## config.mk

```make
export PLATFORM = sky130hd
export DESIGN_NAME = shift_sequencer
export DESIGN_NICKNAME = d
export VERILOG_FILES = /design/src/rtl/shift_seq_pkg.sv /design/src/rtl/shift_sequencer_shifter.sv /design/src/rtl/shift_sequencer.sv
export SDC_FILE = /design/constraint.sdc
export NUM_CORES = 1
export LEC_CHECK = 0
export CORE_MARGIN = 5
export CORE_UTILIZATION = 48
export CTS_CLUSTER_DIAMETER = 200
export DETAILED_ROUTE_END_ITERATION = 10
export GPL_ROUTABILITY_DRIVEN = 0
export PLACE_DENSITY = 0.8
export SYNTH_ARGS = -nofsm -noshare
export SYNTH_HDL_FRONTEND = slang
export SYNTH_HIERARCHICAL = 1
export SYNTH_SLANG_ARGS = --single-unit
```

## constraint.sdc

```tcl
create_clock -name clk -period 2 [get_ports clk]
set_input_delay 0.2 -clock clk [delete_from_list [all_inputs] [get_ports clk]]
set_output_delay 0.2 -clock clk [all_outputs]
set_load 0.01 [all_outputs]
```

## src/rtl/shift_seq_pkg.sv

```systemverilog
// Shared types and constants for the multi-cycle shift sequencer.
// The shift-op encoding matches the select field of the 1-bit shifter.
package shift_seq_pkg;

  localparam int DATA_W = 16;

  typedef enum logic [1:0] {
    SH_NONE = 2'b00,
    SH_LSL  = 2'b01,
    SH_LSR  = 2'b10,
    SH_ASR  = 2'b11
  } shift_op_t;

  typedef enum logic [1:0] {
    IDLE  = 2'b00,
    SHIFT = 2'b01,
    DONE  = 2'b10
  } seq_state_t;

  // Bit that leaves the word on one step of the given op.
  function automatic logic shift_out_bit(input shift_op_t op, input logic [DATA_W-1:0] v);
    logic b;
    b = (op == SH_LSL) ? v[DATA_W-1] : v[0];
    return b;
  endfunction

endpackage

```

## src/rtl/shift_sequencer_shifter.sv

```systemverilog
// Combinational 1-bit shift step: 00 pass, 01 LSL1, 10 LSR1, 11 ASR1.
// Zero fill for logical shifts, sign replication for ASR.
module shifter
  import shift_seq_pkg::*;
(
  input  logic [DATA_W-1:0] in,
  input  logic [1:0]        shift,
  output logic [DATA_W-1:0] sout
);

  always_comb begin
    sout = in;
    case (shift)
      SH_LSL:  sout = {in[DATA_W-2:0], 1'b0};
      SH_LSR:  sout = {1'b0, in[DATA_W-1:1]};
      SH_ASR:  sout = {in[DATA_W-1], in[DATA_W-1:1]};
      default: sout = in;
    endcase
  end

endmodule

```

## src/rtl/shift_sequencer.sv

```systemverilog
// Multi-cycle shift controller: iterates the 1-bit shifter in_amt times
// behind a valid/ready request and a valid/ready result interface.
//
// state | meaning
// IDLE  | ready for a request; result (if any) already consumed
// SHIFT | one shifter step per cycle, cnt holds steps remaining
// DONE  | result presented, waiting for out_ready
module shift_sequencer #(
  parameter int DATA_W = 16,
  parameter int AMT_W  = 4
) (
  input  logic              clk,
  input  logic              rst_n,
  input  logic              in_valid,
  output logic              in_ready,
  input  logic [1:0]        in_op,
  input  logic [AMT_W-1:0]  in_amt,
  input  logic [DATA_W-1:0] in_data,
  input  logic              flush,
  output logic              out_valid,
  input  logic              out_ready,
  output logic [DATA_W-1:0] out_data,
  output logic              out_carry,
  output logic              out_zero,
  output logic              busy
);
  import shift_seq_pkg::*;

  // The step unit is hard-wired to 16 bits; refuse any other width.
  if (DATA_W != shift_seq_pkg::DATA_W) begin : g_width_check
    $error("shift_sequencer: DATA_W must be 16");
  end

  seq_state_t        state, state_nxt;
  logic [DATA_W-1:0] work;
  logic [AMT_W-1:0]  cnt;
  shift_op_t         op_q;
  logic              carry;

  logic [DATA_W-1:0] sout;
  logic [1:0]        shift_sel;
  logic              accept;
  logic              skip_shift;

  assign accept     = (state == IDLE) && in_valid && !flush;
  assign skip_shift = (in_amt == '0) || (in_op == SH_NONE);
  assign shift_sel  = (state == SHIFT) ? op_q : SH_NONE;

  shifter u_shifter (
    .in    (work),
    .shift (shift_sel),
    .sout  (sout)
  );

  always_ff @(posedge clk or negedge rst_n) begin
    if (!rst_n) begin
      state <= IDLE;
    end else begin
      state <= state_nxt;
    end
  end

  always_comb begin
    state_nxt = state;
    case (state)
      IDLE: begin
        if (in_valid) begin
          state_nxt = skip_shift ? DONE : SHIFT;
        end
      end
      SHIFT: begin
        if (cnt == AMT_W'(1)) begin
          state_nxt = DONE;
        end
      end
      DONE: begin
        if (out_ready) begin
          state_nxt = IDLE;
        end
      end
      default: state_nxt = IDLE;
    endcase
    if (flush) begin
      state_nxt = IDLE;
    end
  end

  // cnt only decrements in SHIFT, where it is always >= 1, so it cannot wrap.
  always_ff @(posedge clk or negedge rst_n) begin
    if (!rst_n) begin
      work  <= '0;
      cnt   <= '0;
      op_q  <= SH_NONE;
      carry <= 1'b0;
    end else if (accept) begin
      work  <= in_data;
      cnt   <= in_amt;
      op_q  <= shift_op_t'(in_op);
      carry <= 1'b0;
    end else if (state == SHIFT && !flush) begin
      work  <= sout;
      cnt   <= cnt - AMT_W'(1);
      carry <= shift_out_bit(op_q, work);
    end
  end

  assign in_ready  = (state == IDLE);
  assign busy      = (state != IDLE);
  assign out_valid = (state == DONE);
  assign out_data  = work;
  assign out_carry = carry;
  assign out_zero  = (work == '0);

endmodule

```

==> flow_summary.json <==
{
  "start_util": 0.489,
  "numCtsBuffers": 3,
  "num_vias": 1627,
  "final_cell_mix": "46 x clkdlybuf4s50_1, 37 x nand2_1, 20 x dfrtp_1",
  "fmax_mhz": 540,
  "dp_hpwl_um": 3160,
  "worstSetupPathType": "register to output pin",
  "ys_warn_count": 6,
  "rsz0062_at_grt": "false",
  "cp_slowest_cell": "dfrtp_1",
  "status": "finished clean",
  "tightest_slew_ns": 0.431,
  "final.setup_skew_ns": 0.00945,
  "intPower_mw": 1.85,
  "drt_iter0_drc": 86,
  "cts_sinks": 25,
  "startpoint_type": "register",
  "r2r-end": "out_data[11]",
  "power.density_nw_per_um2": 1320,
  "power.share.sequential": 0.329,
  "period_minus_slack_ns": 1.85,
  "final.period_utilization": 0.925,
  "crit_required_ns": 1.80,
  "grt_pass1_vias": 1609,
  "fillers": 315,
  "vias_per_cell": 5.63,
  "syn2layout_area_growth_pct": 34.5,
  "timing.rr.start": "state[1]",
  "wirelength_um": 4410,
  "overflow": 0,
  "setup_viol": 0,
  "netlist_area_sq_um": 1760,
  "p_total_mw": 3.14,
  "cts_tree": "built",
  "path_max_fanout": 10,
  "antenna_found_initial": 0,
  "cap_viol_max_count": 0,
  "drc": 0,
  "tns_ns": 0,
  "max_slew_margin": 0.710,
  "port_buffers": 47,
  "rows": 22,
  "nets": 271,
  "final_common_cell": "clkdlybuf4s50_1",
  "dp.cells": 282,
  "drive_above_1_share": 0.183,
  "io_pins": 48,
  "yosysTopAreaCell": "dfrtp_1",
  "grt_pass1_wl_um": 7530,
  "syn_inst": 186,
  "p_leak_nw": 1.01,
  "hold_buffers": 0,
  "p_clk_frac": 0.100,
  "combPwrFrac": 0.570,
  "grtUsageTotal": 0.182,
  "cp-end-kind": "output pin",
  "r2r_cells": 6,
  "min_path_type": "input pin to async pin",
  "die_h_um": 70.6,
  "design.die.area_sq_um": 4990,
  "syn-num-nets": 215,
  "slew_viol_final": 0,
  "switching_share": 0.411,
  "synth.area.top_cells": "dfrtp_1 35%, mux2i_1 9.7%, nand2_1 7.9%",
  "avgSynthCellArea_sq_um": 9.48,
  "synth_seq_cells": 25,
  "cpLargestDelayFamily": "flip-flops",
  "ir_worst_vdd_uv": 631,
  "synth_cell_types": 35,
  "path_cells": "nor2b_1 > clkdlybuf4s50_1",
  "layoutNonFillerInstCount": 289,
  "die_w_um": 70.6,
  "final_antenna_net_count": 0,
  "cts_max_level": 1,
  "synth.top_cell.area_share": 0.355,
  "wire_per_inst_um": 15.3,
  "ctsRootBufferMaster": "clkbuf_8",
  "slowest_delay_ns": 0.60,
  "clkTransAtPathRegs_ns": 0.10,
  "clockBufferDepth": 2,
  "cp_num_buf_inv": 1,
  "core_sq_um": 3610,
  "final_hold_viol_count": 0,
  "antenna_cells": 0,
  "ys_seq_area_frac": 0.355,
  "p_sw_mw": 1.29,
  "grt_max_degree": 26,
  "dr.pass1.iters": 4,
  "clkLatencyLatePin_ns": 0.28,
  "reg2reg_slack_ns": 0.25,
  "worst-endpoint-arrival_ns": 1.65
}
[area by class of cell]
class | instances | area, sq um | share of cell area
timing repair buffer | 67 | 636 | 0.268
multi-input combinational | 142 | 983 | 0.415
clock inverter | 1 | 7.51 | 0.00317
clock buffer | 3 | 41.3 | 0.0174
inverter | 3 | 11.3 | 0.00475
tap | 48 | 60.1 | 0.0253
sequential | 25 | 632 | 0.266
[cell usage after synthesis]
cell type,number
nand3_2,8
or3b_1,1
and3b_1,2
buf_12,2
nor2_1,9
buf_6,6
clkbuf_8,1
dfrtp_1,25
o21ai_1,9
nand2_1,37
a21oi_2,1
a22oi_1,16
mux2_2,1
buf_2,4
o31ai_1,1
and4_1,1
o32a_1,1
nor3_1,2
o2bb2ai_1,1
o21ai_0,5
nor3b_1,2
nor2b_1,2
ha_1,2
inv_1,3
nor4b_1,1
mux2_1,1
a22o_1,2
nor4_1,5
a221o_1,4
nor4b_4,1
buf_4,3
nor3b_4,1
nand3_1,8
or4b_4,1
mux2i_1,17
[metal layers]
metal  vias to the layer above  part of all wire  GRT usage
met1                       777              0.44      0.240
met4                         0             0.013     0.0522
li1                        791                 -          -
met5                         -                 0          0
met2                        53              0.49      0.312
met3                         6             0.052     0.0256
[worst max path at each step]
stage	start	end	slack (ns)	cells past startpoint
final	state[1]	out_valid	0.15	2
after global routing	state[1]	out_valid	0.04	2
after CTS	out_data[2]	out_zero	0.004	3
after detailed placement	flush	out_data[7]	0.16	4
after global placement	flush	out_data[4]	0.20	4
after floorplan	state[1]	out_data[15]	0.43	6
[what timing repair did]
action,in CTS,in global routing
setup buffers,3,0
pin swaps,1,0
setup endpoints to repair,1,1
gates resized for setup,6,3
[sequential cells by signal, summed over array words and instances, names as in the netlist]
name / cells
state: 2
cnt: 4
op_q: 2
out_carry: 1
out_data: 16
[power groups by stage]
stage | Combinational [mW] | Clock (mW) | Sequential [mW]
2_1_floorplan | 0.972 | 0 | 1.06
3_3_place_gp | 1.66 | 0 | 1.03
3_5_place_dp | 1.70 | 0 | 1.03
4_1_cts | 1.79 | 0.316 | 1.03
5_1_grt | 1.98 | 0.334 | 1.08
6_report | 1.79 | 0.315 | 1.03
[cells by family (layout without fill, tap and decap cells)]
kind of cell             Yosys count  in the layout  synth area share
buffers and inverters             19             74            0.0994
flip-flops                        25             25             0.355
adder cells (fa/ha/maj)            2              2            0.0142
multiplexers                      19             19             0.109
AO/OA/AOI/OAI                     40             40             0.160
AND/OR/NAND/NOR                   81             81             0.262
[stage by stage]
stage	hold WS, ns	util	cell area, sq um	setup slack, ns
5_1_grt	0.300	0.658	2370	0.0389
3_3_place_gp	0.472	0.629	2270	0.199
2_1_floorplan	-0.0956	-	1760	0.427
4_1_cts	0.283	0.656	2370	0.00351
3_5_place_dp	0.476	0.629	2270	0.161
6_report	0.273	0.658	2370	0.150
Power figures use the tool's default switching activity.
